--- src/rtl/combo_lock_ctrl.sv ---
// combo_lock_ctrl: keypad combination-lock controller.
// Button edges accumulate per-digit weights into NDIG hex digits and are compared
// against CODE. A push limit and an entry window force a timed pause. A multiplexed
// 7-segment display shows the status and the LEDs blink while unlocked.
// All state advances only on the one-cycle 'tick' strobe; 'state' exposes the FSM.
// Optional feature macro: COMBO_LOCK_ESCALATE_EN (pause length doubles per
// consecutive failure, cleared by a successful unlock).
module combo_lock_ctrl #(
  parameter int                NDIG        = 4,
  parameter logic [4*NDIG-1:0] CODE        = 16'h3889,
  parameter int                MAX_PUSH    = 20,
  parameter int                ENTRY_TICKS = 5000,
  parameter int                PAUSE_TICKS = 2500,
  parameter int                BLINK_TICKS = 40
) (
  input  logic            clk,
  input  logic            rst_n,
  input  logic            tick,
  input  logic [NDIG-1:0] sel,
  input  logic [3:0]      btn,
  input  logic            relock,
  output logic [NDIG-1:0] anodes,
  output logic [6:0]      cathodes,
  output logic [7:0]      leds,
  output logic [1:0]      state
);

  localparam int          SW           = $clog2(NDIG);
  localparam logic [15:0] LP_MAX_PUSH  = 16'(MAX_PUSH);
  localparam logic [31:0] LP_ENTRY     = 32'(ENTRY_TICKS);
  localparam logic [31:0] LP_PAUSE_LEN = 32'(PAUSE_TICKS + 1);
  localparam logic [15:0] LP_BLINK     = 16'(BLINK_TICKS);

  // Segment glyphs, bit order g..a, active-low
  localparam logic [6:0] SEG_BLANK = 7'h7F;
  localparam logic [6:0] SEG_C     = 7'b1000110;
  localparam logic [6:0] SEG_O     = 7'b1000000;
  localparam logic [6:0] SEG_L     = 7'b1000111;
  localparam logic [6:0] SEG_N     = 7'b0101011;
  localparam logic [6:0] SEG_U     = 7'b1000001;
  localparam logic [6:0] SEG_S     = 7'b0010010;
  localparam logic [6:0] SEG_A     = 7'b0001000;
  localparam logic [6:0] SEG_P     = 7'b0001100;

  // Per-state display words, element p is scan position p
  localparam logic [3:0][6:0] PAT_LOCKED   = {SEG_L, SEG_O, SEG_C, SEG_BLANK};
  localparam logic [3:0][6:0] PAT_UNLOCKED = {SEG_U, SEG_N, SEG_L, SEG_C};
  localparam logic [3:0][6:0] PAT_PAUSED   = {SEG_P, SEG_A, SEG_U, SEG_S};

  typedef enum logic [1:0] {
    ST_LOCKED   = 2'b00,
    ST_UNLOCKED = 2'b01,
    ST_PAUSED   = 2'b10
  } state_t;

  state_t                r_state, w_state_next;
  logic [3:0]            r_btn_q;
  logic [NDIG-1:0][3:0]  r_digits, w_digits_next;
  logic [15:0]           r_push_cnt, w_push_next;
  logic [31:0]           r_entry_tmr, w_entry_next;
  logic                  r_armed, w_armed_next;
  logic [31:0]           r_pause_tmr, w_pause_next;
  logic [31:0]           w_pause_len;
  logic [SW-1:0]         r_scan, w_scan_next;
  logic [NDIG-1:0]       r_anodes, w_anodes_next;
  logic [6:0]            r_cathodes, w_cathodes_next;
  logic [7:0]            r_leds, w_leds_next;
  logic [15:0]           r_blink, w_blink_next;
  logic [3:0]            w_edges;
  logic [2:0]            w_edge_cnt;
  logic                  w_sel_onehot;
  logic                  w_counted;
  logic [3:0][6:0]       w_pat;
  logic [6:0]            w_seg;

  assign w_edges      = btn & ~r_btn_q;
  assign w_edge_cnt   = {2'b00, w_edges[0]} + {2'b00, w_edges[1]}
                      + {2'b00, w_edges[2]} + {2'b00, w_edges[3]};
  assign w_sel_onehot = (sel != '0) && ((sel & (sel - 1'b1)) == '0);
  assign w_counted    = w_sel_onehot && (w_edges != 4'd0);

`ifdef COMBO_LOCK_ESCALATE_EN
  logic [1:0] r_fail_cnt, w_fail_next;

  // The fail counter is at least 1 while paused; the first pause uses the base length
  assign w_pause_len = LP_PAUSE_LEN << (r_fail_cnt - 2'd1);

  // Count LOCKED->PAUSED transitions (saturating), clear on entering UNLOCKED
  always_comb begin
    w_fail_next = r_fail_cnt;
    if (tick && (r_state == ST_LOCKED) && (w_state_next == ST_PAUSED) && (r_fail_cnt != 2'd3))
      w_fail_next = r_fail_cnt + 2'd1;
    else if (tick && (r_state != ST_UNLOCKED) && (w_state_next == ST_UNLOCKED))
      w_fail_next = 2'd0;
  end

  // Failure counter register
  always_ff @(posedge clk or negedge rst_n) begin
    if (!rst_n) r_fail_cnt <= 2'd0;
    else        r_fail_cnt <= w_fail_next;
  end
`else
  assign w_pause_len = LP_PAUSE_LEN;
`endif

  // Next state and code-entry datapath; nothing moves without tick
  always_comb begin
    w_state_next  = r_state;
    w_digits_next = r_digits;
    w_push_next   = r_push_cnt;
    w_entry_next  = r_entry_tmr;
    w_armed_next  = r_armed;
    w_pause_next  = r_pause_tmr;
    if (tick) begin
      case (r_state)
        ST_LOCKED: begin
          if (w_counted) begin
            for (int i = 0; i < NDIG; i++)
              if (sel[i]) w_digits_next[i] = r_digits[i] + w_edges;
            w_push_next  = r_push_cnt + {13'd0, w_edge_cnt};
            w_armed_next = 1'b1;
          end
          // The timer starts counting on the tick after the arming push
          if (r_armed) w_entry_next = r_entry_tmr + 32'd1;
          if (w_push_next > LP_MAX_PUSH)     w_state_next = ST_PAUSED;
          else if (w_entry_next > LP_ENTRY)  w_state_next = ST_PAUSED;
          else if (w_digits_next == CODE)    w_state_next = ST_UNLOCKED;
          if (w_state_next != ST_LOCKED) begin
            w_digits_next = '0;
            w_push_next   = 16'd0;
            w_entry_next  = 32'd0;
            w_armed_next  = 1'b0;
          end
        end
        ST_UNLOCKED: begin
          if (relock) w_state_next = ST_LOCKED;
        end
        ST_PAUSED: begin
          w_pause_next = r_pause_tmr + 32'd1;
          if (w_pause_next == w_pause_len) begin
            w_state_next = ST_LOCKED;
            w_pause_next = 32'd0;
          end
        end
        default: w_state_next = ST_LOCKED;
      endcase
    end
  end

  // Display scan and LED blink, both following the post-transition state
  always_comb begin
    w_scan_next     = r_scan;
    w_anodes_next   = r_anodes;
    w_cathodes_next = r_cathodes;
    w_leds_next     = r_leds;
    w_blink_next    = r_blink;
    w_seg           = SEG_BLANK;
    case (w_state_next)
      ST_UNLOCKED: w_pat = PAT_UNLOCKED;
      ST_PAUSED:   w_pat = PAT_PAUSED;
      default:     w_pat = PAT_LOCKED;
    endcase
    for (int p = 0; p < 4; p++)
      if (r_scan == SW'(p)) w_seg = w_pat[p];
    if (tick) begin
      w_scan_next     = (r_scan == SW'(NDIG - 1)) ? '0 : r_scan + 1'b1;
      w_cathodes_next = w_seg;
      w_anodes_next   = (w_seg == SEG_BLANK) ? '1 : ~(NDIG'(1) << r_scan);
      if (w_state_next == ST_UNLOCKED) begin
        if (r_state != ST_UNLOCKED) begin
          w_leds_next  = 8'hFF;
          w_blink_next = 16'd0;
        end else begin
          w_blink_next = r_blink + 16'd1;
          if (w_blink_next == LP_BLINK) begin
            w_leds_next  = ~r_leds;
            w_blink_next = 16'd0;
          end
        end
      end else begin
        w_leds_next  = 8'h00;
        w_blink_next = 16'd0;
      end
    end
  end

  // State register and all datapath registers
  always_ff @(posedge clk or negedge rst_n) begin
    if (!rst_n) begin
      r_state     <= ST_LOCKED;
      r_btn_q     <= 4'd0;
      r_digits    <= '0;
      r_push_cnt  <= 16'd0;
      r_entry_tmr <= 32'd0;
      r_armed     <= 1'b0;
      r_pause_tmr <= 32'd0;
      r_scan      <= '0;
      r_anodes    <= '1;
      r_cathodes  <= SEG_BLANK;
      r_leds      <= 8'h00;
      r_blink     <= 16'd0;
    end else begin
      r_state     <= w_state_next;
      if (tick) r_btn_q <= btn;
      r_digits    <= w_digits_next;
      r_push_cnt  <= w_push_next;
      r_entry_tmr <= w_entry_next;
      r_armed     <= w_armed_next;
      r_pause_tmr <= w_pause_next;
      r_scan      <= w_scan_next;
      r_anodes    <= w_anodes_next;
      r_cathodes  <= w_cathodes_next;
      r_leds      <= w_leds_next;
      r_blink     <= w_blink_next;
    end
  end

  assign state    = r_state;
  assign anodes   = r_anodes;
  assign cathodes = r_cathodes;
  assign leds     = r_leds;

endmodule
--- config.mk ---
export PLATFORM = sky130hd
export DESIGN_NAME = combo_lock_ctrl
export DESIGN_NICKNAME = d
export VERILOG_FILES = /design/src/rtl/combo_lock_ctrl.sv
export SDC_FILE = /design/constraint.sdc
export NUM_CORES = 1
export LEC_CHECK = 0
export CAP_MARGIN = 30
export CORE_ASPECT_RATIO = 2
export CORE_MARGIN = 4
export CORE_UTILIZATION = 56
export CTS_CLUSTER_SIZE = 16
export DETAILED_ROUTE_END_ITERATION = 8
export GPL_TIMING_DRIVEN = 0
export PLACE_DENSITY = 0.77
export SLEW_MARGIN = 20
export SYNTH_ARGS = -nofsm -noshare
export SYNTH_HDL_FRONTEND = slang
export SYNTH_SLANG_ARGS = --single-unit
export TNS_END_PERCENT = 1
--- constraint.sdc ---
create_clock -name clk -period 5.95 [get_ports clk]
set_clock_uncertainty 0.15 [all_clocks]
set_input_delay 0.595 -clock clk [delete_from_list [all_inputs] [get_ports clk]]
set_output_delay 0.595 -clock clk [all_outputs]
set_load 0.03 [all_outputs]
Yosys cells after proc, flatten, opt, wreduce, memory -nomap -nowiden
Index checks and enable logic that the tools add are counted.

cells by class
  reduce and logical (&&, ||, !) cells = 13
  multiplexer cells = 41
  bitwise gates (word level) = 5
  $add $sub $neg = 13
  equality and inequality tests = 13
  shift-type cells = 1
  $lt $le $gt $ge = 2

operators with widths
  kind                     number
  $mux W16                 11
  $mux W32                 5
  $add A32 B1 Y32 const B  2
  $pmux W28 S2             1
  $eq A32 B12 Y1 const B   1
  $gt A32 B13 Y1 const B   1
  $mux W7                  4
  $mux W8                  3
  $mux W4                  5
  $mux W2                  9
  $add A16 B1 Y16 const B  1
  $add A16 B3 Y16          1
  $add A4 B4 Y4            4
  $eq A16 B14 Y1 const B   1
  $eq A16 B6 Y1 const B    1
  $gt A16 B5 Y1 const B    1
  $and A4 B4 Y4            2
  $eq A2 B2 Y1 const B     4
  $not A4 Y4               2
  $not A8 Y8               1
  $reduce_bool A4 Y1       2
  $eq A7 B7 Y1 const B     1
  $eq A2 B1 Y1 const B     3
  $pmux W2 S3              1
  other kinds (15)         21

storage, ports and cells
  output and inout port bits = 21
  word-level logic and storage cells = 103
  register bits after elaboration = 140

Logic depth before layout (Yosys ltp)
  depth in word-level cells = 24
  gate-level depth with buffers = 23
  gate-level depth less buffers = 20

Least setup slack after synthesis
No wires, ideal clock.

  path type = input -> register
  start = input port btn[0]
  end = register r_blink[5]
  stages on the path = 22
  setup time = 0.110 ns
  buffers on the path = 4
  data required time = 5.690 ns
  arrival = 5.873 ns
  slack = -0.183 ns
  cell sequence = nor2b_1 > clkbuf_1 > buf_1 > xnor2_1 > ha_1 > inv_1 > fa_1 > inv_1 > fa_1 > clkbuf_1 > nor4b_2 > mux2i_1 > nand4_1 > or4_4 > or3_1 > o31ai_1 > ha_1 > nand2_1 > a41o_1 > or2_2 > clkbuf_1 > o41ai_1

between the ends
  cells in the longest elaborated chain, start to end = 16
  elaborated cells on any way between the ends = 32
  those cells by class = add/sub (8); order compare (1); eq/ne (2); mux (18); bitwise (1); reduce/logical (2)

ends and longest elaborated chain
  item                                         line      source
  start, declared                              20        input logic [3:0] btn,
  $and A4 B4 Y4 *                              76        assign w_edges = btn & ~r_btn_q;
  $add A1 B1 Y2, or another cell as far along  77        assign w_edge_cnt = {2'b00, w_edges[0]} + {2'b00, w_edges[1]}
  $add A2 B1 Y3, or another cell as far along  78        + {2'b00, w_edges[2]} + {2'b00, w_edges[3]};
  $add A3 B1 Y3 or $mux W16 (tied branches)    78, 117
  $add A16 B3 Y16 or $mux W16 (tied branches)  120, 115
  $mux W16, on equally long branches           117, 114
  $mux W16 or $eq A16 B14 Y1 (tied branches)   115, 127
  $mux W16 or $mux W2 (tied branches)          114, 127
  $gt A16 B5 Y1 or $mux W2 (tied branches)     125, 126
  $mux W2 *                                    125       if (w_push_next > LP_MAX_PUSH) w_state_next = ST_PAUSED;
  $mux W2 *                                    115       case (r_state)
  $mux W2 *                                    114       if (tick) begin
  $pmux W2 S3 *                                115
  $mux W2 *                                    114
  via w_state_next[0]                          56        state_t r_state, w_state_next;
  $eq A2 B1 Y1 *                               169       if (w_state_next == ST_UNLOCKED) begin
  $mux W16 *                                   169
  end signal, assigned                         214       r_blink <= w_blink_next;
  end, declared                                68        logic [15:0] r_blink, w_blink_next;

Mark *: on every way through the listed nets, which the timed path passes. The rest lies on a longest branch. The select of a mux whose other input is x is not followed.
A chain may end at the register's enable or synchronous reset.

Worst setup path after layout
  start = input port btn[3]
  end = register r_blink[6]

between the ends
  cells in the longest elaborated chain, start to end = 16
  elaborated cells on any way between the ends = 30
  those cells by class = add/sub (6); order compare (1); eq/ne (2); mux (18); bitwise (1); reduce/logical (2)

ends and longest elaborated chain
  item                                                                     line
  $and A4 B4 Y4 *                                                          76
  parallel branches: the longest is 8 deep, another holds $add A16 B3 Y16  -
  $mux W2 *                                                                125
  $mux W2 *                                                                115
  $mux W2 *                                                                114
  $pmux W2 S3 *                                                            115
  $mux W2 *                                                                114
  via w_state_next[0]                                                      56
  $eq A2 B1 Y1 *                                                           169
  $mux W16 *                                                               169

Mark *: on every way through the listed nets, which the timed path passes. The select of a mux whose other input is x is not followed.

==> flow_metrics.tcl <==
set metrics [dict create \
    ys_async_sr_fraction_pct 100 \
    worstSetupStartpoint "btn[3]" \
    synth_top_cell_by_area "dfrtp_1" \
    ys_seq_elements 140 \
    critPathRequiredTime_ps 6140 \
    core-area_sq_mm 0.0159 \
    pin_count 33 \
    crit_path_end_kind "flop" \
    grt_use_total_pct 26.1 \
    synth_top_family_by_area "simple AND/OR/NAND/NOR gates" \
    grt_antenna_before_repair 0 \
    dp.final_hpwl_microns 17400 \
    path_depth 20 \
    cts_tree "yes" \
    avgViaCountPerCell 6.45 \
    critPathTopFamily "simple AND/OR/NAND/NOR gates" \
    max_slew.worst_pin.slew_ps 983 \
    fmax_ghz 0.175 \
    clock_path_buffers 2 \
    cts.clk_slew.worst_paths_ps 60 \
    row_count 65 \
    yosysUniqueCellTypes 82 \
    cts_num_sinks 140 \
    drive_gt1_share_pct 10.8 \
    drv_slew 0 \
    cp-start-kind "input pin" \
    initial_core_util_pct 57.5 \
    ys_warn_count 0 \
    nets 1126 \
    cts_root_buffer "clkbuf_16" \
    gr-total-overflow 0 \
    hold_viol_final 0 \
    finalPower_uw 2880 \
    synth_fp_nets 1070 \
    syn_to_final_growth_pct 15.3 \
    synthAdderAreaFrac_pct 4.61 \
    die_w_microns 98.2 \
    drc_errors 0 \
    whs_path_depth 2 \
    fin_crit_ps 5720 \
    routedWlPerCell_microns 18.6 \
    postSynthAreaPerCell_sq_um 8.87 \
    status "complete, no violations" \
    r2r_cells 22 \
    first_pass_iters 5 \
    slowest_delay_ps 580 \
    synth_top_area_share_pct 35.4 \
    ys.flop_type "dfrtp_1" \
    drtIter0Drc 430 \
    layout_common_cells "dfrtp_1 (129), nand2_1 (125), nand3_1 (58)" \
    setup_viol 0 \
    synth-simple-area-share_pct 27.6 \
    crit_chain "clkdlybuf4s50_1 -> nor2b_1 -> clkbuf_2 -> inv_1 -> fa_2 -> inv_1 -> fa_2 -> nor2b_2 -> o22ai_1 -> a31oi_1 -> a31oi_1 -> or4_4 -> or3_4 -> o31ai_4 -> ha_2 -> nand2_1 -> a41o_4 -> or2_2 -> or3_1 -> o21ai_0" \
    via_count 8372 \
    syn-cell-area_sq_mm 0.00912 \
    p_leak_uw 0.00429 \
    power_density_mw_per_mm2 274 \
    synthMuxAreaShare_pct 2.13 \
    crit_slowest_cell "or4_4" \
    crit_buf_inv 4 \
    finalWeightedCongestion 0.880 \
    grt_max_degree 93 \
    rsz0062_at_grt "no" \
    syn_inst 1028 \
    die_h_microns 188 \
    peakVddDrop_mv 0.191 \
    numCtsBuffers 17 \
    multi_input_area_sq_mm 0.00528 \
    clk_latency_ps 420 \
    htreeDepth 4 \
    max_cap_violations 0 \
    period_share_pct 96.1 \
    hp-start "anodes[1]" \
    hold_class "flop to flop" \
    n_antenna_cell 0 \
    drt_wl_total_microns 24100 \
    grt_pass1_wl_microns 39600 \
    max-slew-margin-rel_pct 33.5 \
    synthTopCellsByArea "dfrtp_1 (35%), nand2_1 (5.1%), xnor2_1 (4.2%)" \
    yosysSeqAreaShare_pct 38.6 \
    layout_commonest_cell "dfrtp_1" \
    ant_nets 0 \
    crit_arrival_ps 5910 \
    seq_area_sq_mm 0.00352 \
    synth-compound-area-share_pct 17.7 \
    synth-edff-count 0 \
    tns_ps 0 \
    grt_pass1_vias 8172 \
    synth_xor_area_share_pct 4.90 \
    r2r_start "r_btn_q[0]" \
    io_buffers 29 \
    fillerInstances 1325 \
    worstSetupPathType "input pin to flop" \
    dieArea_sq_mm 0.0185 \
    cp_max_fo 10 \
]
-- report_power, final --
group          switching (uW)  internal, uW
Sequential               75.6          1050
Combinational             340           235
Clock                     417           766
Total                     832          2050
-- synthesized netlist by cell type (all sizes together) (5+ instances only) --
| cell | n |
|---|---|
| nand2 | 125 |
| nand3b | 7 |
| dfstp | 11 |
| and2 | 39 |
| dfrtp | 129 |
| a21o | 17 |
| o211ai | 5 |
| nand3 | 59 |
| o22ai | 7 |
| inv | 35 |
| nor4b | 13 |
| nor2 | 53 |
| a21oi | 36 |
| o31ai | 15 |
| a22o | 5 |
| o21ai | 52 |
| o311ai | 5 |
| ha | 24 |
| nor2b | 12 |
| mux2i | 7 |
| buf | 29 |
| fa | 6 |
| o41ai | 7 |
| nand4 | 38 |
| clkbuf | 32 |
| a31oi | 19 |
| xnor2 | 44 |
| nand2b | 12 |
| nor3 | 28 |
| or3 | 10 |
| xor2 | 7 |
| a311oi | 5 |
| mux2 | 11 |
| a211oi | 7 |
| nor3b | 5 |
| nor4 | 13 |
| and4 | 13 |
| and3 | 19 |
| o221ai | 6 |
-- cell families after synthesis --
logic type | Yosys count
AND/OR/NAND/NOR | 460
AO/OA/AOI/OAI | 233
flip-flops | 140
buffers and inverters | 96
XOR/XNOR | 51
adder cells (fa/ha/maj) | 30
multiplexers | 18
-- state kept, by name, summed over array words and instances (netlist names) --
register,flops
r_entry_tmr,32
r_pause_tmr,32
r_blink,16
r_digits,16
r_push_cnt,16
leds,8
cathodes,7
anodes,4
r_btn_q,4
r_scan,2
state,2
r_armed,1
-- area by class of cell --
| cell class | count | area share [%] |
|---|---|---|
| inverters | 35 | 1.25 |
| well taps | 201 | 2.39 |
| clock inverters | 11 | 1.81 |
| clock buffers | 21 | 4.38 |
| plain buffers | 60 | 2.87 |
| repair buffers | 38 | 3.66 |
| multi-input cells | 792 | 50.2 |
| flip-flops and latches | 140 | 33.4 |
-- worst paths after layout --
path                       slack [ps]       endpoint
max in group asynchronous        4320  r_push_cnt[8]
min                               340      anodes[1]
min reg2reg                       340      anodes[1]
max                               230     r_blink[6]
max reg2reg                       250     r_blink[6]
min in group asynchronous         520     r_blink[7]
-- per-layer routing --
metal	global-route usage (%)	part of all wire [%]
met4	16.1	6.0
met5	0	0
met3	3.45	4.1
met2	48.7	54
met1	27.0	36
-- per-stage QoR --
stage          setup slack (ps)  util [%]  cells  area [sq um]  hold slack, ps
2_1_floorplan             0.961         -   1028          9130             149
3_3_place_gp              -1540      61.0   1258          9670             325
3_5_place_dp              -1590      61.2   1259          9700             327
4_1_cts                    2.59      66.1   1295         10500             340
5_1_grt                    10.1      66.3   1298         10500             359
6_report                    233      66.3   1298         10500             338
-- worst reg2reg max path: stages, from the launching register on --
cell,delay [ps]
dfrtp_1,430
nor2b_4,150
clkbuf_8,180
buf_6,150
xnor2_1,70
ha_1,270
inv_1,40
fa_2,360
inv_1,90
fa_2,460
nor2b_2,150
o22ai_1,90
a31oi_1,180
a31oi_1,120
or4_4,580
or3_4,430
o31ai_4,270
ha_2,250
nand2_1,120
a41o_4,300
or2_2,300
or3_1,310
o21ai_0,150
-- what timing repair did --
item | in CTS | in global routing
hold buffers | 1 | 0
setup buffers | 4 | 2
endpoints found under the setup margin | 32 | 22
pin swaps | 2 | 3
endpoints found under the hold margin | 41 | 0
resized for setup | 21 | 7
No activity file was read; power rests on OpenSTA's default activity.
